--- src/rtl/rc4_decrypt_fsm.sv ---
// RC4 keystream generation (PRGA) and decryption stage: walks the permuted S array,
// XORs each keystream byte with the ciphertext and writes the plaintext out.
module rc4_decrypt_fsm #(
  parameter int MSG_LEN     = 32,
  parameter bit CHECK_CHARS = 1'b1
) (
  input  logic       clk,
  input  logic       reset,
  input  logic       start,
  output logic       finish,
  output logic       fail,
  output logic [7:0] fail_index,
  output logic [7:0] s_addr,
  output logic [7:0] s_wr_data,
  output logic       s_wren,
  input  logic [7:0] s_q,
  output logic [7:0] e_addr,
  input  logic [7:0] e_q,
  output logic [7:0] d_addr,
  output logic [7:0] d_wr_data,
  output logic       d_wren,
  output logic [3:0] dbg_state_o
);

  localparam logic [3:0] IDLE   = 4'd0;
  localparam logic [3:0] RD_SI  = 4'd1;
  localparam logic [3:0] GET_SI = 4'd2;
  localparam logic [3:0] RD_SJ  = 4'd3;
  localparam logic [3:0] GET_SJ = 4'd4;
  localparam logic [3:0] WR_SI  = 4'd5;
  localparam logic [3:0] WR_SJ  = 4'd6;
  localparam logic [3:0] RD_F   = 4'd7;
  localparam logic [3:0] GET_F  = 4'd8;
  localparam logic [3:0] WR_D   = 4'd9;
  localparam logic [3:0] NEXT   = 4'd10;
  localparam logic [3:0] DONE   = 4'd11;

  localparam logic [7:0] LAST_K = 8'(MSG_LEN - 1);

  logic [3:0] state_q, state_d;
  logic [7:0] i_q, i_d, j_q, j_d, k_q, k_d;
  logic [7:0] si_q, si_d, sj_q, sj_d, f_q, f_d, c_q, c_d;
  logic       fail_q, fail_d;
  logic [7:0] fidx_q, fidx_d;
  logic [7:0] plain;
  logic       plain_ok;

  assign plain    = f_q ^ c_q;
  assign plain_ok = ((plain >= 8'h61) && (plain <= 8'h7A)) || (plain == 8'h20);

  always_comb begin
    state_d = state_q;
    i_d     = i_q;
    j_d     = j_q;
    k_d     = k_q;
    si_d    = si_q;
    sj_d    = sj_q;
    f_d     = f_q;
    c_d     = c_q;
    fail_d  = fail_q;
    fidx_d  = fidx_q;
    case (state_q)
      IDLE: begin
        if (start) begin
          i_d     = 8'd1;
          j_d     = 8'd0;
          k_d     = 8'd0;
          fail_d  = 1'b0;
          fidx_d  = 8'd0;
          state_d = RD_SI;
        end
      end
      RD_SI:  state_d = GET_SI;
      GET_SI: begin
        si_d    = s_q;
        j_d     = j_q + s_q;
        state_d = RD_SJ;
      end
      RD_SJ:  state_d = GET_SJ;
      GET_SJ: begin
        sj_d    = s_q;
        state_d = WR_SI;
      end
      WR_SI:  state_d = WR_SJ;
      WR_SJ:  state_d = RD_F;
      RD_F:   state_d = GET_F;
      GET_F: begin
        f_d     = s_q;
        c_d     = e_q;
        state_d = WR_D;
      end
      WR_D: begin
        // The bad byte has already been written this cycle; abort afterwards.
        if (CHECK_CHARS && !plain_ok) begin
          fail_d  = 1'b1;
          fidx_d  = k_q;
          state_d = DONE;
        end else begin
          state_d = NEXT;
        end
      end
      NEXT: begin
        if (k_q == LAST_K) begin
          state_d = DONE;
        end else begin
          k_d     = k_q + 8'd1;
          i_d     = i_q + 8'd1;
          state_d = RD_SI;
        end
      end
      DONE:    state_d = IDLE;
      default: state_d = IDLE;
    endcase
  end

  always_ff @(posedge clk) begin
    if (reset) begin
      state_q <= IDLE;
      i_q     <= 8'd0;
      j_q     <= 8'd0;
      k_q     <= 8'd0;
      si_q    <= 8'd0;
      sj_q    <= 8'd0;
      f_q     <= 8'd0;
      c_q     <= 8'd0;
      fail_q  <= 1'b0;
      fidx_q  <= 8'd0;
    end else begin
      state_q <= state_d;
      i_q     <= i_d;
      j_q     <= j_d;
      k_q     <= k_d;
      si_q    <= si_d;
      sj_q    <= sj_d;
      f_q     <= f_d;
      c_q     <= c_d;
      fail_q  <= fail_d;
      fidx_q  <= fidx_d;
    end
  end

  // Memory ports are decoded from state so addresses stay stable across read/get pairs.
  always_comb begin
    s_addr    = 8'd0;
    s_wr_data = 8'd0;
    s_wren    = 1'b0;
    e_addr    = 8'd0;
    d_addr    = 8'd0;
    d_wr_data = 8'd0;
    d_wren    = 1'b0;
    case (state_q)
      RD_SI, GET_SI: s_addr = i_q;
      RD_SJ, GET_SJ: s_addr = j_q;
      WR_SI: begin
        s_addr    = i_q;
        s_wr_data = sj_q;
        s_wren    = 1'b1;
      end
      WR_SJ: begin
        s_addr    = j_q;
        s_wr_data = si_q;
        s_wren    = 1'b1;
      end
      RD_F, GET_F: begin
        s_addr = si_q + sj_q;
        e_addr = k_q;
      end
      WR_D: begin
        d_addr    = k_q;
        d_wr_data = plain;
        d_wren    = 1'b1;
      end
      default: ;
    endcase
  end

  assign finish      = (state_q == DONE);
  assign fail        = fail_q;
  assign fail_index  = fidx_q;
  assign dbg_state_o = state_q;

endmodule

--- config.mk ---
export PLATFORM = sky130hd
export DESIGN_NAME = rc4_decrypt_fsm
export DESIGN_NICKNAME = d
export VERILOG_FILES = /design/src/rtl/rc4_decrypt_fsm.sv
export SDC_FILE = /design/constraint.sdc
export NUM_CORES = 1
export LEC_CHECK = 0
export ABC_AREA = 1
export BUFFER_PORTS_ARGS = -buffer_cell sky130_fd_sc_hd__buf_4
export CAP_MARGIN = 20
export CORE_MARGIN = 3
export CORE_UTILIZATION = 40
export DETAILED_ROUTE_END_ITERATION = 16
export GPL_ROUTABILITY_DRIVEN = 0
export PLACE_DENSITY = 0.58
export SLEW_MARGIN = 15
export SYNTH_ARGS = -nofsm -noshare
export SYNTH_HDL_FRONTEND = slang
export SYNTH_SLANG_ARGS = --single-unit
export TNS_END_PERCENT = 10
--- constraint.sdc ---
create_clock -name clk -period 1.84 [get_ports clk]
set_clock_uncertainty 0.05 [all_clocks]
set_input_delay 0.092 -clock clk [delete_from_list [all_inputs] [get_ports clk]]
set_output_delay 0.092 -clock clk [all_outputs]
set_load 0.05 [all_outputs]
# After elaboration in Yosys (flattened, before gate mapping)
# Cells that the tools add are included.
# totals
out_inout_bits,56
in_bits,19
ff_bits,69
# classes
magnitude_cmp,2
n_eq_ne,16
n_reduce_logical,13
n_addsub,4
muxes,23
bitwise,1
# op_table
op,n
case mux 8 bit (2 select lines),5
two-way mux 8 bit,8
case mux 4 bit (11 select lines),1
case mux 8 bit (3 select lines),1
adder 8 x 1 -> 8 bit (second input constant),2
adder 8 bit,2
equality test 4 x 3 -> 1 bit (second input constant),4
equality test 4 bit (second input constant),4
equality test 4 x 2 -> 1 bit (second input constant),2
equality test 8 x 5 -> 1 bit (second input constant),1
equality test 8 x 6 -> 1 bit (second input constant),1
>= comparator 8 x 7 -> 1 bit (second input constant),1
<= comparator 8 x 7 -> 1 bit (second input constant),1
two-way mux 4 bit,2
bitwise XOR 8 bit,1
!= test 2 bit (second input constant),3
AND reduction 3 bit,2
nonzero test 2 bit,3
OR reduction 3 bit,2
two-way mux 1 bit,5
equality test 4 x 1 -> 1 bit (second input constant),1
zero test 4 bit,1
OR reduction 2 bit,2
case mux 1 bit (2 select lines),1
other kinds (3),3

# Logic depth before layout (Yosys ltp)
# Gate-level depths: netlist of run 1.
# logic_depth
ltp_word,6
ltp_mapped,13
ltp_nobuf,13

# Worst setup path before layout of run 1
# No wires, ideal clock.
# synth_path
path_kind,reg-to-reg
from,reg state_q[0] (netlist: dbg_state_o[0])
to,reg fidx_q[3] (netlist: fail_index[3])
setup_ns,0.064
required_ns,1.726
path_slack_ns,-0.910
period_less_slack_ns,2.750
t_arrival_ns,2.636
path_stages_with_launch,11
path_cell_list,dfxtp_1 -> inv_2 -> nor2_1 -> inv_1 -> nor2_2 -> inv_2 -> nor2_1 -> inv_1 -> nand2_1 -> nand2_1 -> nor2_1
# synth_via
elab_chain_cells,3
elab_cells_between_ends,7
classes_between,eq/ne: 3; mux: 1; reduce/logical: 3
# synth_rtl
element,line_no,text
start: declaration,40,"logic [3:0] state_q, state_d;"
start signal: assignment,129,state_q <= state_d;
equality test 4 bit / zero test 4 bit (equally long branches),62,case (state_q)
!= test 2 bit (no line) / nonzero test 2 bit (equally long branches),-,
AND reduction 3 bit (no line),-,
end signal: assignment,138,fidx_q <= fidx_d;
end: declaration,44,"logic [7:0] fidx_q, fidx_d;"
# Parallel ways exist; a longest one is shown, timed or not.
# A chain may end at the register's enable or synchronous reset.

# Worst setup path after layout of run 1
# layout_path
from,reg si_q[0]
to,out s_addr[6]
# layout_via
elab_chain_cells,2
# layout_rtl
element,line_no,text
start: declaration,42,"logic [7:0] si_q, si_d, sj_q, sj_d, f_q, f_d, c_q, c_d;"
start signal: assignment,133,si_q <= si_d;
adder 8 bit,165,s_addr = si_q + sj_q;
case mux 8 bit (3 select lines),151,case (state_q)
end: declaration,13,"output logic [7:0] s_addr,"
# Every way passes these cells.

==> out/results.ini, run 1 <==
[global_route]
grt_max_degree=30
grt_util_all_layers=0.2162
gr-total-overflow=0
grt_pass1_vias=3894
antenna_found_initial=0
grt_pass1_wl_um=19120

[power]
p_clk_frac=0.355
netSwitchingPower_mw=1.219
intPower_mw=2.694
pwr-share-seq=0.418
power_density_nw_per_um2=699.4
switching_share=0.3116
max-vdd-ir-drop_mv=0.4058
p_total_mw=3.913
p_leak_nw=2.453
combPwrFrac=0.227

[routing]
drtAntennaViolNets=0
avgRoutedWirePerCell_um=14.09
dr.first_iter.drc_count=188
drtPass1Iterations=5
vias=4048
routed_via_density=4.955
drc=0
wirelength_um=11520

[floorplanning]
die_x_um=103.9
die_y_um=103.9
boundaryPins=75
num_rows=35
initial_core_util=0.4131
coreArea_um2=9284
die_area_um2=10800

[layout]
layout_commonest_cell=nand2_1
flow.area_growth_from_synthesis_pct=45.87
layout-drive-gt1-share=0.3169
final_cells=817
fin_nets=720
final_cell_mix=nand2_1 (97), nor2_1 (89), buf_4 (82), dfxtp_1 (60), inv_1 (49)
fin_util=0.6026
antenna_cells=0

[worst_hold_path]
hold_class=primary input to flip-flop
hold_depth=3

[synth]
synth_top_area_frac=0.3602
synth_nets=593
netlist_instances=556
synth_warnings=0
postSynthAreaPerCell_um2=6.897
synth.area.top_cells=dfxtp_1 (36%), nor2_1 (11%), nand2_1 (10%), o21ai_0 (6.1%), a21oi_1 (6.0%)
synth_top_area_cell=dfxtp_1
ys_ff_latch=69
synth_area_um2=3835
ys_seq_area_frac=0.3602
post_synth_num_cell_types=35

[clock_network]
clk_pin_slew_ps=80
cts_buffers=9
cts.path.max_buffers=2
cts_tree=done
clock-root-buffer=clkbuf_8
htree_levels=3
clock_latency_ps=350
clock-sinks=69

[setup_path]
cp-end-kind=primary output
worst-r2r-cell-count=11
crit_path_start_kind=flip-flop
critPathMaxFanout=2
required_ps=1700
crit_type=flip-flop to primary output
cp.arrival_ps=2160

[place]
pre_cts_ws_ps=-143.8
dp_hpwl_um=8398
io_buffers=74
dp.cells=776

[timing]
hold_viol=0
max_freq_ghz=0.4353
relSlewSlack=0.7508
period_share=1.248
rsz0062_at_grt=yes
period_needed_ps=2297
setup_viol=12
setup_slack_ps=-457.2
tightestPinTransition_ps=373.3
drv_slew=0

[status]
violations=negative setup slack
status=finished with violations

[flow_run]
cap_violations=0

==> flip-flops by register name (all words and copies together) (netlist names) <==
| name | count |
|---|---|
| fail | 1 |
| fail_index | 8 |
| i_q | 8 |
| c_q | 8 |
| dbg_state_o | 4 |
| k_q | 8 |
| f_q | 8 |
| sj_q | 8 |
| si_q | 8 |
| j_q | 8 |
==> worst paths after layout <==
| check | startpoint | end | slack (ps) |
|---|---|---|---|
| worst max register to register | j_q[0] | j_q[6] | 60 |
| worst max-delay path | si_q[0] | s_addr[6] | -460 |
| worst min-delay path | s_q[0] | f_q[0] | 20 |
| worst min register to register | c_q[1] | c_q[1] | 430 |
==> what timing repair did <==
action	CTS	global route
resized for setup	15	62
pin swaps	5	9
buffers inserted	2	8
hold buffers	16	0
endpoints found under the hold margin	39	0
endpoints found under the setup margin	26	44
==> worst max-delay path, cell delays in order, from the launching register on <==
cell and delay, ps:
dfxtp_2 340, ha_4 170, fa_2 350, nand3_2 80, nand3_2 80, nand2_2 70
nand2_1 60, a21oi_2 130, xor2_1 190, o211ai_1 130, buf_4 200
==> area by class of cell <==
class / count / area, um^2
fill: 917 / 3690
multi-input combinational: 412 / 2439
sequential: 69 / 1403
timing repair buffer: 129 / 1129
inverter: 62 / 242.7
clock buffer: 13 / 180.2
tap: 129 / 161.4
clock inverter: 3 / 40.04
==> cells by family after synthesis <==
logic type	Yosys count	share of synthesized area
simple gates	268	0.3051
compound gates	115	0.1700
buf+inv	75	0.07700
flops	69	0.3602
fa+ha+maj	18	0.06264
xor+xnor	11	0.02512
==> power by group through the flow <==
stage | logic [mW] | clock network (mW) | registers [mW]
3_3_place_gp | 0.766 | 0 | 1.66
2_1_floorplan | 0.398 | 0 | 1.75
3_5_place_dp | 0.773 | 0 | 1.66
6_report | 0.888 | 1.39 | 1.64
5_1_grt | 0.975 | 1.49 | 1.65
4_1_cts | 0.822 | 1.43 | 1.63
==> cells in the mapped netlist (all sizes together) <==
cell type    n
o21ai       50
nand4        3
ha          16
a211oi       2
nand3       22
xor2         7
or2          1
inv         62
fa           2
and3         1
a32o         8
nand3b       4
xnor2        4
buf          6
a21oi       47
nand2      110
o211ai       5
nor2       114
nor3b        2
o221ai       3
dfxtp       69
clkbuf       7
nor3        11
==> stage by stage <==
stage | setup TNS, ps | hold slack [ps] | instance area, um^2
after detailed placement | -237.0 | 278.0 | 4840
final | -1948 | 23.95 | 5594
after global placement | -160.1 | 269.0 | 4840
after CTS | -3331 | 11.63 | 5318
after floorplan | -4096 | 108.3 | 3960
after global routing | -4751 | 39.45 | 5594
==> routing by layer <==
layer  part of all wire  global-route usage  vias to the layer above
met5                  0                   0                        -
met2               0.47              0.3621                      107
met4              0.016             0.05698                        0
met1               0.47              0.2816                     1847
li1                   -                   -                     2076
met3              0.049             0.04842                       18
Power figures use the tool's default switching activity.
==> run 2: changes to the inputs <==
ABC_AREA = 0   (was 1)
==> out/results.ini, run 2 <==
[global_route]
grt_pass1_vias=3829
grt_max_degree=36
grt_pass1_wl_um=19220
gr-total-overflow=0
antenna_found_initial=0
grt_util_all_layers=0.2160

[routing]
drc=0
dr.first_iter.drc_count=198
vias=3988
drtPass1Iterations=5
routed_via_density=5.166
avgRoutedWirePerCell_um=15.13
wirelength_um=11680
drtAntennaViolNets=0

[synth]
synth-edff-count=0
synth_top_area_frac=0.3591
async_reset_ff_frac=0
post_synth_num_cell_types=48
ys_ff_latch=69
synth_nets=514
yosysMostFrequentCell=nand2_1
synth_area_um2=3846
yosys-top-cells-count=nand2_1 (91), dfxtp_1 (69), a21oi_1 (49), nor2_1 (42), xnor2_1 (17)
postSynthAreaPerCell_um2=8.063
synth_ff_type=dfxtp_1
ys_seq_area_frac=0.3591
synth_warnings=0
netlist_instances=477
synth.area.top_cells=dfxtp_1 (36%), nand2_1 (8.9%), a21oi_1 (6.4%), ha_1 (5.2%), nor2_1 (4.1%)
synth_top_area_cell=dfxtp_1

[place]
io_buffers=74
dp_hpwl_um=8533
pre_cts_ws_ps=-285.2
place_area_um2=5116

[clock_network]
htree_levels=3
clk_pin_slew_ps=70
cts_tree=done
cts_buffers=9
clock-root-buffer=clkbuf_8
clock-sinks=69
cts.path.max_buffers=2
clock_latency_ps=340

[timing]
drv_slew=0
period_share=1.246
setup_viol=13
setup_tns_ps=-2355
max_freq_ghz=0.4361
hold_viol=0
tightestPinTransition_ps=513.8
relSlewSlack=0.6575
period_needed_ps=2293
rsz0062_at_grt=yes
setup_slack_ps=-452.9

[floorplanning]
die_y_um=104.1
die_area_um2=10830
boundaryPins=75
coreArea_um2=9284
initial_core_util=0.4143
num_rows=35
die_x_um=104.1

[layout]
finalInstanceArea_um2=5938
antenna_cells=0
layout-drive-gt1-share=0.3857
flow.area_growth_from_synthesis_pct=54.39
layout_commonest_cell=buf_4
fin_nets=675
final_cell_mix=buf_4 (117), nand2_1 (89), dfxtp_1 (60), a21oi_1 (45), nor2_1 (34)

[worst_hold_path]
hold_class=primary input to flip-flop

[flow_run]
cap_violations=0

[setup_path]
required_ps=1700
cp.arrival_ps=2150
cp-end-kind=primary output
path_cells=ha_4 -> fa_2 -> a21o_1 -> a21oi_2 -> nor2b_1 -> o21ai_1 -> nand4b_1 -> nand3_4 -> buf_8
cp_slowest_stage_delay_ps=340
crit_path_start_kind=flip-flop
critPathMaxFanout=2
crit_type=flip-flop to primary output
path_delay_family=adder cells
critPathSlowestCell=dfxtp_2
crit_buf_inv=1

[power]
p_leak_nw=2.471
p_total_mw=3.318
max-vdd-ir-drop_mv=0.3588
power_density_nw_per_um2=558.8

[status]
violations=negative setup slack
status=finished with violations

[run 2: worst paths after layout]
kind / start / to / slack (ps) / cells past startpoint
worst min-delay path: s_q[2] / sj_q[2] / 20 / 3
worst max register to register: dbg_state_o[0] / k_q[3] / 30 / 5
worst min register to register: fail / fail / 410 / 2
worst max-delay path: si_q[0] / s_addr[6] / -450 / 9
[run 2: power breakdown]
part           switching [mW]  internal [mW]
Clock                   0.579          0.606
Combinational           0.313          0.266
Sequential             0.0364           1.52
Total                   0.929           2.39
[run 2: cells by family (layout without fill, tap and decap cells)]
| logic type | count (synthesis) | after routing | synth area share |
|---|---|---|---|
| simple gates | 210 | 210 | 0.2677 |
| compound gates | 105 | 105 | 0.1659 |
| flops | 69 | 69 | 0.3591 |
| buf+inv | 32 | 198 | 0.04131 |
| xor+xnor | 31 | 31 | 0.07059 |
| fa+ha+maj | 18 | 18 | 0.06246 |
| mux | 12 | 12 | 0.03286 |
[run 2: timing repair]
| action | in CTS | in global routing |
|---|---|---|
| hold buffers | 15 | 0 |
| endpoints found under the hold margin | 25 | 0 |
| gates resized for setup | 39 | 66 |
| setup buffers | 2 | 10 |
| pin swaps | 9 | 11 |
| endpoints found under the setup margin | 44 | 55 |
[run 2: cell type report]
class / count / area [um^2]
fillers: 812 / 3346
clock inverters: 7 / 56.30
multi-input cells: 376 / 2590
repair buffers: 176 / 1575
well taps: 129 / 161.4
flip-flops and latches: 69 / 1405
clock buffers: 9 / 123.9
inverters: 6 / 26.28
[run 2: worst reg2reg max path, cell delays in order, from the launching register on]
cell	delay, ps
dfxtp_4	400
or2b_4	300
nor2_4	120
mux2_4	380
or3_1	360
a21oi_1	140
[run 2: stage by stage]
step,utilization,hold WS (ps),cells
6_report,0.6396,19.66,772
5_1_grt,0.6396,4.700,772
4_1_cts,0.6031,0.5747,762
3_5_place_dp,0.5511,304.6,729
3_3_place_gp,0.5511,290.1,729
2_1_floorplan,-,178.0,477
[run 2: per-layer routing]
layer | vias to the layer above | GRT usage | routed length [um]
met5 | - | 0 | 0
li1 | 1967 | - | -
met1 | 1899 | 0.2849 | 5141
met2 | 105 | 0.3617 | 5816
met3 | 17 | 0.03600 | 523
met4 | 0 | 0.06743 | 197
